===== src/rtl/io_pkg.sv =====
// Shared definitions for the IO-region peripherals.
//   - Register offsets decoded from addressIN[1:0].
//   - STATUS and CTRL bit positions.
//   - Serial FSM state encoding shared by the TX and RX engines.
package io_pkg;

  localparam logic [1:0] IO_TXDATA = 2'b00;
  localparam logic [1:0] IO_RXDATA = 2'b01;
  localparam logic [1:0] IO_STATUS = 2'b10;
  localparam logic [1:0] IO_CTRL   = 2'b11;

  localparam int unsigned STAT_TX_FULL  = 0;
  localparam int unsigned STAT_TX_EMPTY = 1;
  localparam int unsigned STAT_RX_VALID = 2;
  localparam int unsigned STAT_RX_OVR   = 3;
  localparam int unsigned STAT_TX_BUSY  = 4;
  localparam int unsigned STAT_LOOPBACK = 5;

  localparam int unsigned CTRL_POP_RX   = 0;
  localparam int unsigned CTRL_CLR_OVR  = 1;
  localparam int unsigned CTRL_LOOPBACK = 2;

  typedef enum logic [1:0] {
    StIdle  = 2'b00,
    StStart = 2'b01,
    StData  = 2'b10,
    StStop  = 2'b11
  } uart_state_e;

endpackage


===== src/rtl/io_sync_fifo.sv =====
// Synchronous single-clock FIFO with first-word fall-through read data.
// Ports:
//   clk, reset     - clock, asynchronous active-high reset (pointers only)
//   push, wdata    - write request and data; ignored while full
//   pop, rdata     - read request; rdata shows the head entry whenever not empty
//   full, empty    - occupancy flags
// DEPTH must be a power of two and at least 2.
module io_sync_fifo #(
  parameter int unsigned WIDTH = 8,
  parameter int unsigned DEPTH = 16
) (
  input  logic             clk,
  input  logic             reset,
  input  logic             push,
  input  logic [WIDTH-1:0] wdata,
  input  logic             pop,
  output logic [WIDTH-1:0] rdata,
  output logic             full,
  output logic             empty
);

  localparam int unsigned AW = $clog2(DEPTH);

  // One extra pointer bit distinguishes full from empty when the indices match.
  logic [AW:0]      wr_ptr_q, rd_ptr_q;
  logic [WIDTH-1:0] mem [DEPTH];
  logic             do_push, do_pop;

  assign full    = (wr_ptr_q[AW] != rd_ptr_q[AW]) && (wr_ptr_q[AW-1:0] == rd_ptr_q[AW-1:0]);
  assign empty   = (wr_ptr_q == rd_ptr_q);
  assign do_push = push && !full;
  assign do_pop  = pop && !empty;
  assign rdata   = mem[rd_ptr_q[AW-1:0]];

  always_ff @(posedge clk or posedge reset) begin
    if (reset) begin
      wr_ptr_q <= '0;
      rd_ptr_q <= '0;
    end else begin
      if (do_push) wr_ptr_q <= wr_ptr_q + 1'b1;
      if (do_pop)  rd_ptr_q <= rd_ptr_q + 1'b1;
    end
  end

  // Storage carries no reset; only entries between the pointers are ever read.
  always_ff @(posedge clk) begin
    if (do_push) mem[wr_ptr_q[AW-1:0]] <= wdata;
  end

endmodule


===== src/rtl/io_uart_port.sv =====
// Memory-mapped UART in the IO region (8N1, fixed baud).
// Ports:
//   clk, reset   - system clock, asynchronous active-high reset
//   IOdata_wrEn  - controller write strobe
//   addressIN    - IO offset; only [1:0] is decoded, upper bits alias
//   IOdata_IN    - write data
//   IOdata_OUT   - registered read data, valid one cycle after the address
//   uart_rx      - serial input (asynchronous, idle high)
//   uart_tx      - serial output (idle high)
//   irq          - RX byte valid or RX overrun
// Register map: 0 TXDATA (W), 1 RXDATA (R), 2 STATUS (R), 3 CTRL (W, self-clearing).
// Build option: define IO_UART_LOOPBACK_EN to add CTRL bit2 / STATUS bit5 loopback,
// which feeds the internal uart_tx into the receiver in place of uart_rx.
// CLKS_PER_BIT must be at least 4; TX_DEPTH a power of two.
module io_uart_port
  import io_pkg::*;
#(
  parameter int unsigned CLKS_PER_BIT = 434,
  parameter int unsigned TX_DEPTH     = 16
) (
  input  logic        clk,
  input  logic        reset,
  input  logic        IOdata_wrEn,
  input  logic [13:0] addressIN,
  input  logic [7:0]  IOdata_IN,
  output logic [7:0]  IOdata_OUT,
  input  logic        uart_rx,
  output logic        uart_tx,
  output logic        irq
);

  localparam int unsigned CNT_W = $clog2(CLKS_PER_BIT);
  localparam logic [CNT_W-1:0] BIT_LAST  = CNT_W'(CLKS_PER_BIT - 1);
  localparam logic [CNT_W-1:0] HALF_LAST = CNT_W'(CLKS_PER_BIT / 2 - 1);

  // ---------------------------------------------------------------------------
  // Register decode
  // ---------------------------------------------------------------------------
  logic [1:0] reg_sel;
  logic       wr_tx, wr_ctrl, pop_rx, clr_ovr;
  logic       unused_addr;

  assign reg_sel     = addressIN[1:0];
  assign unused_addr = ^addressIN[13:2];
  assign wr_tx       = IOdata_wrEn && (reg_sel == IO_TXDATA);
  assign wr_ctrl     = IOdata_wrEn && (reg_sel == IO_CTRL);
  assign pop_rx      = wr_ctrl && IOdata_IN[CTRL_POP_RX];
  assign clr_ovr     = wr_ctrl && IOdata_IN[CTRL_CLR_OVR];

  // ---------------------------------------------------------------------------
  // TX FIFO
  // ---------------------------------------------------------------------------
  logic [7:0] fifo_rdata;
  logic       fifo_full, fifo_empty, fifo_pop;

  io_sync_fifo #(
    .WIDTH (8),
    .DEPTH (TX_DEPTH)
  ) u_tx_fifo (
    .clk   (clk),
    .reset (reset),
    .push  (wr_tx),
    .wdata (IOdata_IN),
    .pop   (fifo_pop),
    .rdata (fifo_rdata),
    .full  (fifo_full),
    .empty (fifo_empty)
  );

  // ---------------------------------------------------------------------------
  // Transmitter
  // ---------------------------------------------------------------------------
  uart_state_e      tx_state_q;
  logic [CNT_W-1:0] tx_cnt_q;
  logic [2:0]       tx_bit_q;
  logic [7:0]       tx_shift_q;
  logic             tx_line_q;

  // The head is consumed in the same IDLE cycle that launches the start bit.
  assign fifo_pop = (tx_state_q == StIdle) && !fifo_empty;
  assign uart_tx  = tx_line_q;

  always_ff @(posedge clk or posedge reset) begin
    if (reset) begin
      tx_state_q <= StIdle;
      tx_cnt_q   <= '0;
      tx_bit_q   <= '0;
      tx_shift_q <= '0;
      tx_line_q  <= 1'b1;
    end else begin
      unique case (tx_state_q)
        StIdle: begin
          tx_line_q <= 1'b1;
          if (!fifo_empty) begin
            tx_shift_q <= fifo_rdata;
            tx_cnt_q   <= '0;
            tx_line_q  <= 1'b0;
            tx_state_q <= StStart;
          end
        end
        StStart: begin
          if (tx_cnt_q == BIT_LAST) begin
            tx_cnt_q   <= '0;
            tx_bit_q   <= '0;
            tx_line_q  <= tx_shift_q[0];
            tx_shift_q <= {1'b0, tx_shift_q[7:1]};
            tx_state_q <= StData;
          end else begin
            tx_cnt_q <= tx_cnt_q + 1'b1;
          end
        end
        StData: begin
          if (tx_cnt_q == BIT_LAST) begin
            tx_cnt_q <= '0;
            if (tx_bit_q == 3'd7) begin
              tx_line_q  <= 1'b1;
              tx_state_q <= StStop;
            end else begin
              tx_bit_q   <= tx_bit_q + 1'b1;
              tx_line_q  <= tx_shift_q[0];
              tx_shift_q <= {1'b0, tx_shift_q[7:1]};
            end
          end else begin
            tx_cnt_q <= tx_cnt_q + 1'b1;
          end
        end
        StStop: begin
          if (tx_cnt_q == BIT_LAST) begin
            tx_cnt_q   <= '0;
            tx_state_q <= StIdle;
          end else begin
            tx_cnt_q <= tx_cnt_q + 1'b1;
          end
        end
      endcase
    end
  end

  // ---------------------------------------------------------------------------
  // RX source selection
  // ---------------------------------------------------------------------------
  logic rx_src;
  logic loopback_bit;

`ifdef IO_UART_LOOPBACK_EN
  logic loopback_q;

  // Holds the last value written to CTRL bit2; not cleared by the self-clearing bits.
  always_ff @(posedge clk or posedge reset) begin
    if (reset) begin
      loopback_q <= 1'b0;
    end else if (wr_ctrl) begin
      loopback_q <= IOdata_IN[CTRL_LOOPBACK];
    end
  end

  assign rx_src       = loopback_q ? tx_line_q : uart_rx;
  assign loopback_bit = loopback_q;
`else
  assign rx_src       = uart_rx;
  assign loopback_bit = 1'b0;
`endif

  // ---------------------------------------------------------------------------
  // Receiver
  // ---------------------------------------------------------------------------
  logic rx_meta_q, rx_sync_q, rx_prev_q;

  always_ff @(posedge clk or posedge reset) begin
    if (reset) begin
      rx_meta_q <= 1'b1;
      rx_sync_q <= 1'b1;
      rx_prev_q <= 1'b1;
    end else begin
      rx_meta_q <= rx_src;
      rx_sync_q <= rx_meta_q;
      rx_prev_q <= rx_sync_q;
    end
  end

  uart_state_e      rx_state_q;
  logic [CNT_W-1:0] rx_cnt_q;
  logic [2:0]       rx_bit_q;
  logic [7:0]       rx_shift_q;
  logic [7:0]       rx_data_q;
  logic             rx_valid_q, rx_ovr_q;

  always_ff @(posedge clk or posedge reset) begin
    if (reset) begin
      rx_state_q <= StIdle;
      rx_cnt_q   <= '0;
      rx_bit_q   <= '0;
      rx_shift_q <= '0;
      rx_data_q  <= '0;
      rx_valid_q <= 1'b0;
      rx_ovr_q   <= 1'b0;
    end else begin
      // Host clears first; a byte completing below overrides them in the same cycle.
      if (pop_rx)  rx_valid_q <= 1'b0;
      if (clr_ovr) rx_ovr_q   <= 1'b0;

      unique case (rx_state_q)
        StIdle: begin
          if (rx_prev_q && !rx_sync_q) begin
            rx_cnt_q   <= '0;
            rx_state_q <= StStart;
          end
        end
        StStart: begin
          if (rx_cnt_q == HALF_LAST) begin
            rx_cnt_q <= '0;
            if (rx_sync_q) begin
              rx_state_q <= StIdle;  // line back high at mid-start: glitch
            end else begin
              rx_bit_q   <= '0;
              rx_state_q <= StData;
            end
          end else begin
            rx_cnt_q <= rx_cnt_q + 1'b1;
          end
        end
        StData: begin
          if (rx_cnt_q == BIT_LAST) begin
            rx_cnt_q   <= '0;
            rx_shift_q <= {rx_sync_q, rx_shift_q[7:1]};
            if (rx_bit_q == 3'd7) begin
              rx_state_q <= StStop;
            end else begin
              rx_bit_q <= rx_bit_q + 1'b1;
            end
          end else begin
            rx_cnt_q <= rx_cnt_q + 1'b1;
          end
        end
        StStop: begin
          if (rx_cnt_q == BIT_LAST) begin
            rx_cnt_q   <= '0;
            rx_state_q <= StIdle;
            // A low stop bit is a framing error: the byte is dropped silently.
            if (rx_sync_q) begin
              rx_data_q  <= rx_shift_q;
              rx_valid_q <= 1'b1;
              if (rx_valid_q && !pop_rx) rx_ovr_q <= 1'b1;
            end
          end else begin
            rx_cnt_q <= rx_cnt_q + 1'b1;
          end
        end
      endcase
    end
  end

  assign irq = rx_valid_q || rx_ovr_q;

  // ---------------------------------------------------------------------------
  // Read path
  // ---------------------------------------------------------------------------
  logic [7:0] status;

  always_comb begin
    status                = '0;
    status[STAT_TX_FULL]  = fifo_full;
    status[STAT_TX_EMPTY] = fifo_empty && (tx_state_q == StIdle);
    status[STAT_RX_VALID] = rx_valid_q;
    status[STAT_RX_OVR]   = rx_ovr_q;
    status[STAT_TX_BUSY]  = (tx_state_q != StIdle);
    status[STAT_LOOPBACK] = loopback_bit;
  end

  logic [7:0] rd_data_q;

  always_ff @(posedge clk or posedge reset) begin
    if (reset) begin
      rd_data_q <= '0;
    end else begin
      unique case (reg_sel)
        IO_TXDATA: rd_data_q <= '0;
        IO_RXDATA: rd_data_q <= rx_valid_q ? rx_data_q : 8'h00;
        IO_STATUS: rd_data_q <= status;
        IO_CTRL:   rd_data_q <= '0;
      endcase
    end
  end

  assign IOdata_OUT = rd_data_q;

endmodule


===== config.mk =====
export PLATFORM = sky130hd
export DESIGN_NAME = io_uart_port
export DESIGN_NICKNAME = d
export VERILOG_FILES = /design/src/rtl/io_pkg.sv /design/src/rtl/io_sync_fifo.sv /design/src/rtl/io_uart_port.sv
export SDC_FILE = /design/constraint.sdc
export NUM_CORES = 1
export LEC_CHECK = 0
export ABC_AREA = 1
export BUFFER_PORTS_ARGS = -buffer_cell sky130_fd_sc_hd__buf_2
export CAP_MARGIN = 20
export CORE_UTILIZATION = 45
export DETAILED_ROUTE_END_ITERATION = 8
export GPL_TIMING_DRIVEN = 0
export PLACE_DENSITY_LB_ADDON = 0.15
export SYNTH_ARGS = -nofsm -noshare
export SYNTH_HDL_FRONTEND = slang
export SYNTH_SLANG_ARGS = --single-unit

===== constraint.sdc =====
create_clock -name clk -period 2.7 [get_ports clk]
set_input_delay 0.54 -clock clk [delete_from_list [all_inputs] [get_ports clk]]
set_output_delay 0.54 -clock clk [all_outputs]
set_load 0.1 [all_outputs]

==> impl_metrics.csv <==
group,metric,value,unit
status,outcome,"finished clean",
cts,post_cts_buffers,0,
drt,drt_iter0_drc,419,
drt,routedWlPerCell,16.0,um
cells_and_area,final_nets,1035,
cts,clk_pin_slew_worst_paths,0.06,ns
synthesis,synth_top_cell_area_share,0.423,
drt,via_count,6430,
drt,antenna_left,0,
setup_path,arrival,2.80,ns
synthesis,ys_top_cells_by_count,"nand2_1, edfxtp_1, nor2_1",
cts,cts_made_buffers,23,
cells_and_area,synthToLayoutAreaGrowth,13.9,%
synthesis,syn_inst,926,
synthesis,synthArstFlopShare,0.373,
global_routing,grt_pass1_wl,32600,um
die,rows,51,
cts,root_buffer,"clkbuf_16",
setup_path,crit_path_max_fanout,10,
global_routing,grt_antenna_before_repair,0,
sta,setup_viol,0,
synthesis,ys_top_cells_by_area,"edfxtp_1, dfrtp_1, nand2_1",
synthesis,yosysMostFrequentCell,"nand2_1",
synthesis,synth_ff_type,"edfxtp_1",
power,ir_worst_vdd,0.504,mV
drt,dr.pass1.iters,5,
sta,max_slew_margin,0.492,
cts,cts_buffer_depth,3,
setup_path,cp.required,2.91,ns
cts,cts.sinks,204,
sta,rsz0062_at_grt,"false",
die,die_w,144,um
setup_path,critPathKind,"reg -> reg",
synthesis,syn-num-nets,971,
sta,slew_viol_final,0,
global_routing,grt_max_degree,65,
setup_path,startpoint_type,"flop",
hold_path,hp-class,"in -> reg",
synthesis,ys_types,35,
power,p_per_area,689,mW/mm2
job,cap_violations,0,
sta,period_share,0.959,
synthesis,syn-cell-area,0.00908,mm2
die,core,0.0196,mm2
synthesis,ys_ff_latch,204,
place,gp_congestion,0.835,
sta,worstMarginPinSlew,0.760,ns
drt,wl,20300,um
cells_and_area,fill_cells,1762,
die,ios,36,
power,finalPower,7120,uW
sta,hold_viol_final,0,
die,start_util,0.463,
place,dp_slack,-0.195,ns
place,dp.final_hpwl,13800,um
cts,cts_tree,"yes",
synthesis,synth.largest_area_cell,"edfxtp_1",
cts,clock_latency,0.51,ns
drt,drc,0,
sta,worst_clock_skew,0.0111,ns
global_routing,grt-ovfl-total,0,
die,dieArea,0.0208,mm2
cells_and_area,antenna_cells,0,
global_routing,first_global_vias,6168,
setup_path,critical_path.endpoint_type,"flop",
sta,post-route-min-period,2.59,ns
sta,max_freq,386,MHz
power,leakage,0.00419,uW
synthesis,synth_edf_count,128,
place,io_buffers,23,
synthesis,ys_warn_count,0,
cts,cts_max_level,1,
drt,via_per_inst,5.07,
synthesis,ys_seq_area_frac,0.633,
sta,fin_ws,0.109,ns
cells_and_area,drive_gt1_frac,0.105,
global_routing,grt_use_total,0.207,
die,die_y,144,um
synthesis,syn_avg_cell_area,9.81,um2
==> kinds of logic after synthesis <==
family	Yosys count	share of synthesized area
buffers and inverters	101	0.0455
XOR/XNOR	14	0.0135
adder cells (fa/ha/maj)	19	0.0262
AO/OA/AOI/OAI	105	0.0594
flip-flops	204	0.633
AND/OR/NAND/NOR	483	0.222
==> routing by layer <==
metal | part of all wire | GRT usage | up-vias | routed length (um)
met5 | 0 | 0 | - | 0
met1 | 0.46 | 0.294 | 3066 | 9440
met2 | 0.47 | 0.340 | 125 | 9630
met4 | 0.012 | 0.0431 | 0 | 254
met3 | 0.050 | 0.0268 | 24 | 1010
li1 | - | - | 3215 | -
==> layout by cell type (no fill, tap or decap), types with 2 or more instances in the layout <==
cell type and n:
a21oi_1 9, buf_1 2, buf_2 43, buf_4 5, buf_6 2, clkbuf_1 24, clkbuf_16 23, clkbuf_8 2
clkinv_1 5, dfrtp_1 72, dfstp_2 4, edfxtp_1 128, ha_1 19, inv_1 62, inv_2 5, inv_6 2
nand2_1 244, nand2_2 5, nand3_1 74, nand4_1 11, nor2_1 123, nor3_1 13, nor3_2 6, o21ai_0 74
o21ai_1 14, o22ai_1 4, xnor2_1 6, xor2_1 8
==> final cells by class <==
class	count	area, um2	share of cell area
flip-flops and latches	204	5750	0.556
multi-input cells	621	2950	0.285
clock buffers	33	633	0.0612
well taps	265	332	0.0321
inverters	70	265	0.0257
repair buffers	39	230	0.0223
plain buffers	31	150	0.0145
clock inverters	6	33.8	0.00327
==> repair_timing <==
action | 4_1_cts | 5_1_grt
setup endpoints to repair | 16 | 11
endpoints found under the hold margin | 11 | 0
resized for setup | 3 | 3
hold buffers | 1 | 0
==> through the flow <==
step	cell area, um2	instances	hold slack, ns	setup TNS, ns	util
final	10300	1269	0.131	0	0.528
after global routing	10300	1269	0.109	0	0.528
after CTS	10300	1269	0.117	0	0.527
after detailed placement	9630	1229	0.347	-3.16	0.492
after global placement	9530	1214	0.345	-87.41	0.486
after floorplan	9080	926	0.345	0	-
==> power breakdown <==
| group | internal [uW] | switching (uW) |
|---|---|---|
| Combinational | 225 | 539 |
| Clock | 1620 | 1190 |
| Sequential | 3450 | 98.0 |
==> critical path, stage by stage (launching register included) <==
cell and delay, ns:
dfrtp_1 0.47, inv_2 0.10, buf_6 0.15, nand2_1 0.06
nand2_1 0.11, nor2_4 0.05, and2_4 0.16, nand2_2 0.11
nand2_2 0.11, buf_4 0.22, nor3_1 0.45, buf_2 0.30
==> path summary, 6_finish.rpt <==
check                                                   from                       endpoint  slack, ns  cells past startpoint
min                                                  uart_rx            rx_meta_q$_DFF_PP1_       0.13                      1
max reg2reg                u_tx_fifo.rd_ptr_q[0]$_DFFE_PP0P_  u_tx_fifo.mem[3][6]$_DFFE_PP_       0.11                     11
min in group asynchronous                              reset        tx_cnt_q[7]$_DFFE_PP0P_       0.49                      3
min reg2reg                              rx_meta_q$_DFF_PP1_            rx_sync_q$_DFF_PP1_       0.35                      0
max in group asynchronous                              reset            rx_sync_q$_DFF_PP1_       1.60                      4
max                        u_tx_fifo.rd_ptr_q[0]$_DFFE_PP0P_  u_tx_fifo.mem[3][6]$_DFFE_PP_       0.11                     11
==> flip-flops by register name (all words and copies together), names as in the netlist, 2 cells and up, named ones only <==
name                flops
IOdata_OUT              8
rx_bit_q                3
rx_cnt_q                9
rx_data_q               8
rx_shift_q              8
tx_bit_q                3
tx_cnt_q                9
tx_shift_q              8
tx_state_q              2
u_tx_fifo.mem         128
u_tx_fifo.rd_ptr_q      5
u_tx_fifo.wr_ptr_q      5
No activity file was read; power rests on OpenSTA's default activity.
